**src/rtl/cnna_mac_pipe.sv**
```systemverilog
// Pipelined multiply / multiply-accumulate with valid-ready handshake.
// Products travel NUM_STAGE tagged stages, then retire into a registered output or running sum.
module cnna_mac_pipe #(
  parameter int unsigned A_WIDTH   = 18,
  parameter int unsigned B_WIDTH   = 13,
  parameter int unsigned SIGNED    = 0,
  parameter int unsigned NUM_STAGE = 3,
  parameter int unsigned ACC_WIDTH = 40
) (
  input  logic                 ap_clk,
  input  logic                 ap_rst_n,
  input  logic                 in_valid,
  output logic                 in_ready,
  input  logic [A_WIDTH-1:0]   din0,
  input  logic [B_WIDTH-1:0]   din1,
  input  logic                 acc_en,
  input  logic                 in_last,
  output logic                 out_valid,
  input  logic                 out_ready,
  output logic [ACC_WIDTH-1:0] dout,
  output logic                 ovf
);

  localparam int unsigned P_W  = A_WIDTH + B_WIDTH;
  localparam int unsigned LAST = NUM_STAGE - 1;
  localparam int unsigned MSB  = ACC_WIDTH - 1;

  typedef enum logic {ST_IDLE, ST_RUN} state_t;

  state_t                 r_state;
  state_t                 w_state_nxt;
  logic                   r_rst_done;
  logic [NUM_STAGE-1:0]   r_vld;
  logic [NUM_STAGE-1:0]   r_acc;
  logic [NUM_STAGE-1:0]   r_last;
  logic [P_W-1:0]         r_prod [NUM_STAGE];
  logic [ACC_WIDTH-1:0]   r_sum;
  logic                   r_flag;
  logic                   r_out_valid;
  logic [ACC_WIDTH-1:0]   r_dout;
  logic                   r_ovf;

  logic                   w_stall;
  logic                   w_accept;
  logic                   w_retire;
  logic                   w_a_sx;
  logic                   w_b_sx;
  logic                   w_p_sx;
  logic [P_W-1:0]         w_a_ext;
  logic [P_W-1:0]         w_b_ext;
  logic [P_W-1:0]         w_prod;
  logic [ACC_WIDTH-1:0]   w_prod_ext;
  logic [ACC_WIDTH-1:0]   w_base;
  logic [ACC_WIDTH:0]     w_sum_wide;
  logic [ACC_WIDTH-1:0]   w_add;
  logic                   w_add_ovf;
  logic                   w_flag;
  logic [ACC_WIDTH-1:0]   w_sum_nxt;
  logic                   w_flag_nxt;
  logic                   w_emit;
  logic                   w_out_valid_nxt;
  logic [ACC_WIDTH-1:0]   w_dout_nxt;
  logic                   w_ovf_nxt;

  // in_ready stays low until the first edge after reset release
  assign w_stall  = r_out_valid && !out_ready;
  assign in_ready = r_rst_done && !w_stall;
  assign w_accept = in_valid && in_ready;
  assign w_retire = r_vld[LAST] && !w_stall;

  // Operands extended to full product width so one unsigned multiply serves both modes
  assign w_a_sx  = (SIGNED != 0) && din0[A_WIDTH-1];
  assign w_b_sx  = (SIGNED != 0) && din1[B_WIDTH-1];
  assign w_a_ext = {{B_WIDTH{w_a_sx}}, din0};
  assign w_b_ext = {{A_WIDTH{w_b_sx}}, din1};
  assign w_prod  = w_a_ext * w_b_ext;

  assign w_p_sx = (SIGNED != 0) && r_prod[LAST][P_W-1];
  generate
    if (ACC_WIDTH > P_W) begin : g_ext
      assign w_prod_ext = {{(ACC_WIDTH - P_W){w_p_sx}}, r_prod[LAST]};
    end else begin : g_noext
      assign w_prod_ext = r_prod[LAST];
    end
  endgenerate

  // Group add: IDLE starts from zero, overflow judged per operand signedness
  assign w_base     = (r_state == ST_RUN) ? r_sum : '0;
  assign w_sum_wide = {1'b0, w_base} + {1'b0, w_prod_ext};
  assign w_add      = w_sum_wide[MSB:0];
  assign w_add_ovf  = (SIGNED != 0)
                    ? ((w_base[MSB] == w_prod_ext[MSB]) && (w_add[MSB] != w_base[MSB]))
                    : w_sum_wide[ACC_WIDTH];
  assign w_flag     = ((r_state == ST_RUN) && r_flag) || w_add_ovf;

  always_ff @(posedge ap_clk or negedge ap_rst_n) begin
    if (!ap_rst_n) begin
      r_vld  <= '0;
      r_acc  <= '0;
      r_last <= '0;
      for (int i = 0; i < int'(NUM_STAGE); i++) r_prod[i] <= '0;
    end else if (!w_stall) begin
      r_vld[0]  <= w_accept;
      r_acc[0]  <= acc_en;
      r_last[0] <= in_last && acc_en;
      r_prod[0] <= w_prod;
      for (int i = 1; i < int'(NUM_STAGE); i++) begin
        r_vld[i]  <= r_vld[i-1];
        r_acc[i]  <= r_acc[i-1];
        r_last[i] <= r_last[i-1];
        r_prod[i] <= r_prod[i-1];
      end
    end
  end

  // Accumulator FSM next-state and output-register loads
  always_comb begin
    w_state_nxt = r_state;
    w_sum_nxt   = r_sum;
    w_flag_nxt  = r_flag;
    w_emit      = 1'b0;
    w_dout_nxt  = r_dout;
    w_ovf_nxt   = r_ovf;
    if (w_retire) begin
      if (!r_acc[LAST]) begin
        w_emit     = 1'b1;
        w_dout_nxt = w_prod_ext;
        w_ovf_nxt  = 1'b0;
      end else if (r_last[LAST]) begin
        w_emit      = 1'b1;
        w_dout_nxt  = w_add;
        w_ovf_nxt   = w_flag;
        w_sum_nxt   = '0;
        w_flag_nxt  = 1'b0;
        w_state_nxt = ST_IDLE;
      end else begin
        w_sum_nxt   = w_add;
        w_flag_nxt  = w_flag;
        w_state_nxt = ST_RUN;
      end
    end
    w_out_valid_nxt = w_stall ? 1'b1 : w_emit;
  end

  always_ff @(posedge ap_clk or negedge ap_rst_n) begin
    if (!ap_rst_n) begin
      r_state     <= ST_IDLE;
      r_rst_done  <= 1'b0;
      r_sum       <= '0;
      r_flag      <= 1'b0;
      r_out_valid <= 1'b0;
      r_dout      <= '0;
      r_ovf       <= 1'b0;
    end else begin
      r_state     <= w_state_nxt;
      r_rst_done  <= 1'b1;
      r_sum       <= w_sum_nxt;
      r_flag      <= w_flag_nxt;
      r_out_valid <= w_out_valid_nxt;
      r_dout      <= w_dout_nxt;
      r_ovf       <= w_ovf_nxt;
    end
  end

  assign out_valid = r_out_valid;
  assign dout      = r_dout;
  assign ovf       = r_ovf;

endmodule

```
**config.mk**
```make
export PLATFORM = sky130hd
export DESIGN_NAME = cnna_mac_pipe
export DESIGN_NICKNAME = d
export VERILOG_FILES = /design/src/rtl/cnna_mac_pipe.sv
export SDC_FILE = /design/constraint.sdc
export NUM_CORES = 1
export LEC_CHECK = 0
export ABC_AREA = 1
export ABC_CLOCK_PERIOD_IN_PS = 6710
export BUFFER_PORTS_ARGS = -buffer_cell sky130_fd_sc_hd__buf_2
export CORE_ASPECT_RATIO = 1.75
export CORE_UTILIZATION = 45
export CTS_CLUSTER_SIZE = 8
export DETAILED_ROUTE_END_ITERATION = 7
export GPL_TIMING_DRIVEN = 0
export SYNTH_ARGS = -nofsm -noshare
export SYNTH_HDL_FRONTEND = slang
export SYNTH_SLANG_ARGS = --single-unit
```
**constraint.sdc**
```tcl
create_clock -name ap_clk -period 6.71 [get_ports ap_clk]
set_input_delay 0.671 -clock ap_clk [delete_from_list [all_inputs] [get_ports ap_clk]]
set_output_delay 0.671 -clock ap_clk [all_outputs]
set_load 0.02 [all_outputs]
```
* Word-level counts from Yosys, hierarchy flattened
Index checks and enable logic that the tools add are counted.
** Storage, ports and cells
- Register bits after elaboration :: 187
- Input port bits :: 37
- Output and inout port bits :: 43
- Logic and storage cells :: 39
** Operators by class
- Add/sub/neg operators :: 1
- Multiply operators :: 1
- Eq/ne operators :: 1
- Multiplexer cells :: 12
- Reductions and logical operators :: 11
** Operators with widths (count)
- 2-to-1 mux 40 bit :: 4
- adder 40 x 31 -> 41 bit :: 1
- multiplier 18 x 13 -> 31 bit :: 1
- 2-to-1 mux 1 bit :: 8
- logical AND 1 bit :: 6
- AND reduction 2 bit :: 2
- logical NOT 1 bit :: 2
- != test 2 x 1 -> 1 bit (second input constant) :: 1
- logical OR 1 bit :: 1

* Logic depth before layout (Yosys ltp)
Gate-level depths: netlist of run 1.
- Word-level depth :: 6
- Gate-level depth with buffers :: 25

* Least setup slack after synthesis of run 1
Ideal clock, no wire load.
- Kind :: input to register
- From :: in din1[7]
- To :: reg r_prod[91] in the netlist's numbering
- Setup time :: 0.118 ns
- Data arrival time :: 5.093 ns
- Slack :: 1.499 ns
- Stages on the path :: 22
- Buffers on the path :: 2
- Cell sequence :: clkbuf_1 -> clkbuf_1 -> nand2_1 -> fa_1 -> inv_1 -> fa_1 -> fa_1 -> fa_1 -> inv_1 -> fa_1 -> inv_1 -> ha_1 -> nand2_1 -> inv_1 -> a21oi_1 -> inv_1 -> nand2_1 -> nand2_1 -> a21oi_1 -> nand3_1 -> nand3_1 -> nand2_1
** Between the ends
- Cells in the longest elaborated chain, start to end :: 1
** Ends and longest elaborated chain
- start: declaration :: RTL line 15 : input logic [B_WIDTH-1:0] din1,
- multiplier 18 x 13 -> 31 bit :: RTL line 76 : assign w_prod = w_a_ext * w_b_ext;
- end signal: indexed assignment :: RTL line 111 : r_prod[i] <= r_prod[i-1];
- end: declaration :: RTL line 36 : logic [P_W-1:0] r_prod [NUM_STAGE];
Every way passes these cells.
A chain may end at the register's enable or synchronous reset.

* Worst setup path in the final report of run 1
- From :: in din1[7]
- To :: reg r_prod[88] in the netlist's numbering
Same word-level chain as after synthesis.

==> results.json, run 1 <==
{
  "rsz0062_at_grt": "no",
  "die_w_um": 154.8,
  "core_sq_um": 40170,
  "critPathLaunchType": "input pin",
  "period_share": 0.9558,
  "wl_per_cell_um": 18.90,
  "maxSlewHeadroom": 0.2244,
  "drv_slew": 0,
  "synth.most_common_cell": "nand2_1",
  "grt_pass1_wl_um": 95220,
  "worstPathArrival_ns": 6.77,
  "cts.sinks": 187,
  "cts_buffer_depth": 2,
  "clock_skew_ns": 0.01288,
  "root_buffer": "clkbuf_16",
  "maxCapViolCount": 0,
  "cts.htree.levels": 4,
  "syn_area_per_cell_sq_um": 6.974,
  "tightest_slew_ns": 1.159,
  "postCtsHoldBufs": 0,
  "avgViaCountPerCell": 4.964,
  "initial_core_util": 0.4579,
  "status": "finished, final reports clean",
  "clk_latency_ns": 0.47,
  "post_cts_buffers": 0,
  "syn_to_final_growth_pct": 9.243,
  "place.gp.congestion": 0.9890,
  "p_leak_nw": 12.03,
  "synth_top_area_frac": 0.2544,
  "netlist_area_sq_um": 18400,
  "synthAdderAreaFrac": 0.2654,
  "io_pins": 80,
  "hold_viol": 0,
  "peakVddDrop_mv": 0.2151,
  "synth_mux_area_frac": 0,
  "syn_inst": 2638,
  "grt_max_degree": 123,
  "ys_seq_elements": 187,
  "grt_overflow_total": 0,
  "tritoncts": "built",
  "max_freq_mhz": 155.9,
  "regToRegSetupSlack_ns": 2.97,
  "antenna_found_initial": 0,
  "cts_buffers": 17,
  "grtUsageTotal": 0.3113,
  "multiInputGateArea_sq_um": 11130,
  "fin_crit_ns": 6.413,
  "r2r_start": "r_state",
  "synth_edf_count": 0,
  "regArea_sq_um": 4679,
  "ant_nets": 0,
  "synth_largest_area_cell": "dfrtp_1",
  "rows": 97,
  "synth_common_cells": "967 x nand2_1, 590 x inv_1, 187 x dfrtp_1, 177 x fa_1, 129 x o21ai_0",
  "first_pass_iters": 7,
  "setup_violations": 0,
  "reg2regPathDepth": 14,
  "synthArstFlopShare": 1.000,
  "hold_slack_ns": 0.1220,
  "yosysSeqAreaShare": 0.2544,
  "diodes": 0,
  "synth-compound-area-share": 0.06155,
  "tns_ns": 0,
  "yosys.area_share.simple": 0.2684,
  "synth_top_family_by_area": "simple AND/OR/NAND/NOR gates",
  "power.density_nw_per_um2": 503.6,
  "grt_pass1_vias": 17400,
  "synth_warnings": 0,
  "yosys-top-cells-area": "dfrtp_1 25%, nand2_1 20%, fa_1 19%",
  "worstPathRequired_ns": 7.06,
  "clk_pin_slew_ns": 0.09,
  "synth_flop_cell": "dfrtp_1",
  "drive_above_1_share": 0.04384,
  "vias": 16290,
  "drt-initial-drc-count": 649,
  "die-area_sq_um": 41720,
  "wirelength_um": 62020,
  "reg2reg_to": "dout[21]",
  "crit_fanout": 10,
  "fin_nets": 3045,
  "syn_nets": 2959,
  "endpoint_kind": "flop",
  "synthDistinctLibCells": 36,
  "die_h_um": 269.5,
  "synth-xor-area-share": 0.009522,
  "final.fill_count": 4179,
  "crit_type": "in -> reg",
  "cts_resized": 0,
  "dp.cells": 3249,
  "io_buffers": 66,
  "drc": 0,
  "post-route-util": 0.5003,
  "final_cells": 3281,
  "p_total_mw": 10.12,
  "hpwl_um": 52400,
  "hp-class": "in -> async"
}
## stage by stage
stage | instance area, sq um | worst slack, ns
after CTS | 20100 | 0.3833
final | 20100 | 0.2969
after global placement | 19410 | -0.09569
after global routing | 20100 | 0.0007079
after detailed placement | 19440 | -0.09522
after floorplan | 18400 | 1.499
## cells in the final DEF, fill, tap and decap left out, types with 2 or more instances in the layout
cell type    n
inv_8        2
o22ai_1      2
nand4_1     19
a31oi_1      2
a2bb2oi_1    2
clkinv_8     2
clkbuf_16   17
buf_2       71
buf_1        7
o21a_1       2
clkbuf_1    76
xnor2_1     10
and2_1       2
o31ai_1      2
o21ai_0    129
fa_1       177
a21o_1       2
a22o_1       9
inv_2        5
nor2_2       2
nand2_2      2
or2_2        3
nand3_1    110
xor2_1      10
nand2_1    967
inv_16       2
inv_1      590
ha_1       107
a21oi_1     57
nor3_1      13
inv_12       7
nor2_4       2
dfrtp_1    187
nor2_1     124
nand3b_1     3
o21bai_1     4
inv_6        2
## critical path, stage by stage
cell and delay, ns:
clkbuf_1 0.61, clkbuf_1 0.80, nand2_1 0.18, fa_1 0.60, inv_1 0.06, fa_1 0.59
fa_1 0.44, fa_1 0.49, inv_1 0.05, fa_1 0.48, inv_1 0.04, ha_1 0.35
nand2_1 0.13, inv_1 0.07, nand2_1 0.14, nor3_1 0.48, nand3_1 0.26, nand3_1 0.14
nand2_1 0.05, nand3_1 0.06, nand2_1 0.06
## power by group
| group | internal [mW] | switching [mW] | leakage [nW] |
|---|---|---|---|
| sequential | 1.63 | 0.281 | 2.33 |
| combinational | 2.36 | 4.72 | 9.39 |
| clock | 0.536 | 0.594 | 0.315 |
## worst max-delay path by stage
stage,depth (start not counted),endpoint,from,slack (ns)
2_1_floorplan,22,r_prod[91],din1[7],1.50
3_3_place_gp,21,r_prod[88],din1[7],-0.1
3_5_place_dp,21,r_prod[88],din1[7],-0.1
4_1_cts,21,r_prod[88],din1[7],0.38
5_1_grt,21,r_prod[88],din1[7],0.0007
6_report,21,r_prod[88],din1[7],0.30
## state kept, by name, summed over array words and instances (netlist names)
signal / flops
r_last: 3
r_acc: 3
r_vld: 3
out_valid: 1
r_flag: 1
r_rst_done: 1
ovf: 1
r_sum: 40
r_prod: 93
r_state: 1
dout: 40
## layer usage
metal,GRT usage,part of all wire,vias up
li1,-,-,7992
met1,0.2660,0.31,7714
met2,0.6380,0.58,388
met3,0.02684,0.025,194
met4,0.2387,0.087,0
met5,0,0,-
## cell type report
| class | count | area share |
|---|---|---|
| multi-input combinational | 1765 | 0.5539 |
| timing repair buffer | 67 | 0.01830 |
| buffer | 90 | 0.01737 |
| clock inverter | 15 | 0.01127 |
| sequential | 187 | 0.2328 |
| inverter | 596 | 0.1113 |
| tap | 544 | 0.03387 |
| clock buffer | 17 | 0.02117 |
## logic make-up after synthesis
logic type	after synthesis
AND/OR/NAND/NOR	1248
XOR/XNOR	20
other	1
flip-flops	187
adder cells (fa/ha/maj)	284
buffers and inverters	686
AO/OA/AOI/OAI	212
No activity file was read; power rests on OpenSTA's default activity.
==> run 2, diff against run 1 <==
Settings changed: ABC_CLOCK_PERIOD_IN_PS 6710 to 5400.
Clock period 6.71 ns to 5.4 ns, I/O delays scaled along.
==> run 2 against run 1 <==
The flow now finishes with violations (negative hold slack). Sequential power grew 25%. Critical path depth stayed put. Non-clock buffer count fell by 2. Count of clock-buffer cells in the layout is the same. Routed wire length down 0.13%. Hold slack got worse by 0.14 ns. Clock power grew 25%. Global-route usage about the same. Worst setup slack got worse by 0.13 ns. Core utilization rose by 0.25 points. First-iteration DRC count is 4.0% higher. Final cell count about the same.
==> results.json, run 2 (synthesis results as in run 1) <==
{
  "dp.cells": 3249,
  "syn_to_final_growth_pct": 9.787,
  "status": "finished with violations",
  "hold_slack_ns": -0.01353,
  "antenna_found_initial": 0,
  "clk_latency_ns": 0.47,
  "tritoncts": "built",
  "io_buffers": 66,
  "place.gp.congestion": 0.9890,
  "endpoint_kind": "flop",
  "drt-initial-drc-count": 675,
  "grt_pass1_vias": 17390,
  "hold_viol": 8,
  "fin_crit_ns": 5.234,
  "period_share": 0.9692,
  "cp_slowest_cell": "fa_1",
  "hpwl_um": 52400,
  "grt_pass1_wl_um": 95260,
  "die-area_sq_um": 41720,
  "final_cells": 3279,
  "io_pins": 80,
  "setup_violations": 0,
  "root_buffer": "clkbuf_16",
  "multiInputGateArea_sq_um": 11170,
  "critPathLaunchType": "input pin",
  "initial_core_util": 0.4579,
  "cts_buffer_depth": 2,
  "worstPathArrival_ns": 5.59,
  "cts.sinks": 187,
  "ant_nets": 0,
  "crit_type": "in -> reg",
  "maxSlewHeadroom": 0.2435,
  "cts_buffers": 17,
  "crit_fanout": 10,
  "grt_overflow_total": 0,
  "hp-class": "in -> async",
  "largest_reg_flops": 93,
  "cts.htree.levels": 4,
  "preCtsSetupSlack_ns": -1.274,
  "avgViaCountPerCell": 4.956,
  "fin_nets": 3043,
  "rows": 97,
  "postCtsHoldBufs": 0,
  "clock_skew_ns": 0.01442,
  "layout_common_cells": "967 x nand2_1, 590 x inv_1, 187 x dfrtp_1, 177 x fa_1, 125 x o21ai_0",
  "core_sq_um": 40170,
  "grt_max_degree": 123,
  "crit_chain": "clkbuf_2 > buf_4 > nand2_1 > fa_1 > inv_1 > fa_1 > fa_1 > fa_1 > inv_1 > fa_1 > inv_1 > ha_1 > nand2_1 > o21ai_0 > nand2_1 > nand2_1 > nand2_1 > nand3_1 > nand2_1 > nand3_1 > nand2_1",
  "tightest_slew_ns": 1.131,
  "final.setup.worst_slack_ns": 0.1661,
  "p_total_mw": 12.79,
  "layout.cells.most_common": "nand2_1",
  "peakVddDrop_mv": 0.2721,
  "drv_slew": 0,
  "drive_above_1_share": 0.05923,
  "p_leak_nw": 12.15,
  "top_register": "r_prod",
  "regArea_sq_um": 4679,
  "first_pass_iters": 5,
  "power.density_nw_per_um2": 633.0,
  "maxCapViolCount": 0,
  "wl_per_cell_um": 18.89,
  "worstPathRequired_ns": 5.75,
  "cpMostUsedCell": "nand2_1",
  "die_w_um": 154.8,
  "max_stage_delay_ns": 0.63,
  "max_freq_mhz": 191.1,
  "vias": 16250,
  "clk_pin_slew_ns": 0.09,
  "final.fill_count": 4163,
  "violations": "negative hold slack",
  "grtUsageTotal": 0.3113,
  "drc": 0,
  "die_h_um": 269.5,
  "wirelength_um": 61940,
  "diodes": 0
}
==> run 2: cell types whose count changed in the layout (fill, tap and decap cells not counted), moves of 3 or more <==
| cell | before | now |
|---|---|---|
| clkbuf_2 | 0 | 23 |
| o21ai_1 | 1 | 4 |
| clkbuf_4 | 0 | 4 |
| o21ai_0 | 129 | 125 |
| buf_2 | 71 | 76 |
| clkbuf_1 | 76 | 42 |
==> run 2: worst max-delay path: cells and delay by family <==
kind / cells / cell delay, ns
adder cells (fa/ha/maj): 6 / 2.92
AND/OR/NAND/NOR: 9 / 0.87
AO/OA/AOI/OAI: 1 / 0.42
buffers and inverters: 5 / 0.84
==> run 2: area by class of cell <==
class	instances	area share
sequential	187	0.2317
inverter	596	0.1108
multi-input combinational	1765	0.5530
clock buffer	17	0.02106
tap	544	0.03370
timing repair buffer	68	0.01920
buffer	87	0.01939
clock inverter	15	0.01121
==> run 2: layer usage <==
layer / vias up / routed length [um] / global-route usage
li1: 7992 / - / -
met4: 0 / 5416 / 0.2340
met2: 362 / 35580 / 0.6403
met3: 183 / 1468 / 0.02475
met5: - / 0 / 0
met1: 7713 / 19470 / 0.2673
==> run 2: power by group <==
group / internal (mW) / total, mW / leakage, nW / switching (mW)
Sequential: 2.03 / 2.38 / 2.33 / 0.351
Clock: 0.666 / 1.41 / 0.315 / 0.744
Combinational: 3.02 / 8.99 / 9.51 / 5.97
==> run 2: final timing paths <==
kind | from | endpoint | slack (ns) | cells past startpoint
min reg2reg | r_vld[1] | r_vld[2] | 0.48 | 2
max reg2reg | r_state | dout[21] | 1.64 | 14
min | ap_rst_n | dout[5] | -0.01 | 1
max | din1[7] | r_prod[90] | 0.17 | 21
min in group ap_clk | in_valid | r_vld[0] | 0.27 | 3
max in group asynchronous | ap_rst_n | r_sum[25] | 4.42 | 2
==> run 2: timing repair <==
action / in CTS / in global routing
pin swaps: 1 / 0
gates resized for setup: 31 / 34
gates cloned: 0 / 0
setup buffers: 1 / 0
hold endpoints to repair: 0 / 0
endpoints found under the setup margin: 21 / 16
==> run 2: metrics by stage <==
step | area [sq um] | util | hold WS, ns | setup TNS [ns]
after floorplan | 18400 | - | 0.2444 | 0
after global placement | 19410 | 0.4831 | 0.4506 | -21.77
after detailed placement | 19440 | 0.4840 | 0.4535 | -21.96
after CTS | 20150 | 0.5017 | 0.01323 | 0
after global routing | 20200 | 0.5028 | 0.03575 | -0.005520
final | 20200 | 0.5028 | -0.01353 | 0
==> run 3, diff against run 2 <==
Settings changed: CORE_UTILIZATION 45 to 42, CTS_CLUSTER_SIZE 8 to 20.
==> run 3 against run 2 <==
Highest routed layer unchanged. Critical path type unchanged. Flip-flop and latch count unchanged. Core utilization is 3.8 points lower. Sequential share of layout area about the same. Register-to-register slack about the same. Global-route usage down 3.4 points. First-iteration DRC count is 7.7% higher. Hold slack gained 0.039 ns. Clock power is 5% lower. The flow finishes with violations (design-rule violations).
==> results.json, run 3 (synthesis results as in run 1) <==
{
  "worstPathArrival_ns": 5.52,
  "peakVddDrop_mv": 0.2702,
  "grt_pass1_vias": 17260,
  "first_pass_iters": 7,
  "avgViaCountPerCell": 4.911,
  "hp-class": "in -> async",
  "period_share": 0.9555,
  "cts_buffers": 17,
  "regArea_sq_um": 4679,
  "drc": 2,
  "maxSlewHeadroom": 0.2951,
  "tightest_slew_ns": 1.054,
  "power.density_nw_per_um2": 616.2,
  "critPathLaunchType": "input pin",
  "io_buffers": 66,
  "p_comb_frac": 0.701,
  "initial_core_util": 0.4244,
  "cts_buffer_depth": 2,
  "io_pins": 80,
  "syn_to_final_growth_pct": 9.590,
  "antenna_found_initial": 0,
  "grt_pass1_wl_um": 93210,
  "final.setup.worst_slack_ns": 0.2404,
  "crit_type": "in -> reg",
  "rows": 101,
  "status": "finished with violations",
  "cts.sinks": 187,
  "grt_overflow_total": 0,
  "hold_viol": 0,
  "clkPwrFrac": 0.108,
  "die-area_sq_um": 44670,
  "place.gp.congestion": 1.027,
  "ant_nets": 0,
  "tritoncts": "built",
  "cp_slowest_cell": "fa_1",
  "die_h_um": 278.9,
  "postCtsHoldBufs": 0,
  "p_sw_frac": 0.5473,
  "maxCapViolCount": 0,
  "diodes": 0,
  "drt-initial-drc-count": 727,
  "vias": 16200,
  "endpoint_kind": "flop",
  "drv_slew": 0,
  "preCtsSetupSlack_ns": -1.153,
  "largest_reg_flops": 93,
  "p_seq_frac": 0.191,
  "final.fill_count": 4557,
  "core_sq_um": 43350,
  "cts.htree.levels": 4,
  "fin_nets": 3041,
  "max_freq_mhz": 193.8,
  "max_stage_delay_ns": 0.54,
  "clk_pin_slew_ns": 0.09,
  "rsz0062_at_grt": "no",
  "power_switching_mw": 6.799,
  "grtUsageTotal": 0.2771,
  "hpwl_um": 50190,
  "drive_above_1_share": 0.05708,
  "p_int_mw": 5.624,
  "top_register": "r_prod",
  "cpMostUsedCell": "fa_1",
  "worstPathRequired_ns": 5.76,
  "clock_skew_ns": 0.01351,
  "wirelength_um": 59060,
  "p_leak_nw": 12.12,
  "critical_path.top_delay_family": "adder cells",
  "fin_crit_ns": 5.160,
  "p_total_mw": 12.42,
  "multiInputGateArea_sq_um": 11140,
  "root_buffer": "clkbuf_16",
  "die_w_um": 160.2,
  "layout.cells.most_common": "nand2_1",
  "layout_common_cells": "967 x nand2_1, 590 x inv_1, 187 x dfrtp_1, 177 x fa_1, 126 x o21ai_0",
  "crit_chain": "clkbuf_2 > clkbuf_4 > nand2_1 > fa_1 > fa_1 > inv_1 > fa_1 > fa_1 > inv_1 > fa_1 > inv_1 > ha_1 > nand2_1 > nor2_1 > and2_1 > nand4_1 > nand3_1 > nand2_1 > nand3_1 > nand2_1",
  "grt_max_degree": 121,
  "wl_per_cell_um": 17.90,
  "crit_fanout": 10,
  "clk_latency_ns": 0.46,
  "worst-path-buf-inv": 5,
  "violations": "design-rule violations",
  "setup_violations": 0
}
[run 3: changes by cell type in the layout (fill, tap and decap cells not counted), moves of 2 or more]
cell      before  now
clkinv_8       2    5
inv_12         7    4
buf_2         76   74
inv_16         2    0
nor2_1       122  124
nor2_2         4    2
[run 3: stage by stage]
stage | util | instances | cell area (sq um) | TNS [ns] | hold slack (ns)
3_5_place_dp | 0.4492 | 3271 | 19470 | -18.25 | 0.4579
2_1_floorplan | - | 2638 | 18400 | 0 | 0.2444
6_report | 0.4651 | 3299 | 20160 | 0 | 0.02509
3_3_place_gp | 0.4484 | 3270 | 19430 | -17.66 | 0.4511
4_1_cts | 0.4647 | 3304 | 20140 | 0 | 0.03851
5_1_grt | 0.4651 | 3299 | 20160 | 0 | 0.05892
[run 3: per-layer routing]
| layer | share of wire | GRT usage | vias to the layer above |
|---|---|---|---|
| met1 | 0.33 | 0.2467 | 7696 |
| met2 | 0.57 | 0.5619 | 360 |
| met5 | 0 | 0 | - |
| met4 | 0.084 | 0.2147 | 0 |
| li1 | - | - | 7962 |
| met3 | 0.021 | 0.01961 | 184 |
[run 3: worst paths after layout]
path                           start         end  slack, ns  depth (start not counted)
max                          din1[4]  r_prod[86]       0.24                         20
min                         ap_rst_n    r_sum[4]       0.03                          1
max reg2reg                  r_state    dout[22]       1.65                         14
min reg2reg                r_last[1]   r_last[2]       0.47                          2
max in group asynchronous   ap_rst_n  r_prod[26]       4.37                          2
min in group ap_clk         in_valid    r_vld[0]       0.30                          3
[run 3: final cells by class]
cell class,count,area share
plain buffers,85,0.01912
flip-flops and latches,187,0.2321
repair buffers,68,0.01862
multi-input cells,1765,0.5528
well taps,566,0.03513
inverters,596,0.1110
clock inverters,15,0.01018
clock buffers,17,0.02110
[run 3: repair_timing]
item                                    4_1_cts  5_1_grt
endpoints found under the hold margin         0        0
setup buffers                                 1        0
cloned                                        0        0
endpoints found under the setup margin       20       15
gates resized for setup                      27       31
pin swaps                                     0        0
[run 3: power groups by stage]
| stage | combinational (mW) | clock, mW | sequential (mW) |
|---|---|---|---|
| floorplan | 6.13 | 0 | 2.44 |
| global placement | 8.58 | 0 | 2.38 |
| detailed placement | 8.65 | 0 | 2.40 |
| CTS | 8.73 | 1.37 | 2.37 |
| global route | 9.94 | 1.41 | 2.44 |
| finish | 8.70 | 1.34 | 2.37 |
[run 3: worst register-to-register path, stage by stage, from the launching register on]
cell and delay (ns):
dfrtp_1 0.53, buf_4 0.30, clkbuf_1 0.53, nand2_1 0.10, inv_1 0.08, ha_1 0.23, nand2_1 0.17, nor2_1 0.35
nand2_1 0.29, nor2_1 0.16, nand2_1 0.10, nand4_1 0.12, nand2_1 0.09, o21ai_0 0.46, nand2_1 0.10
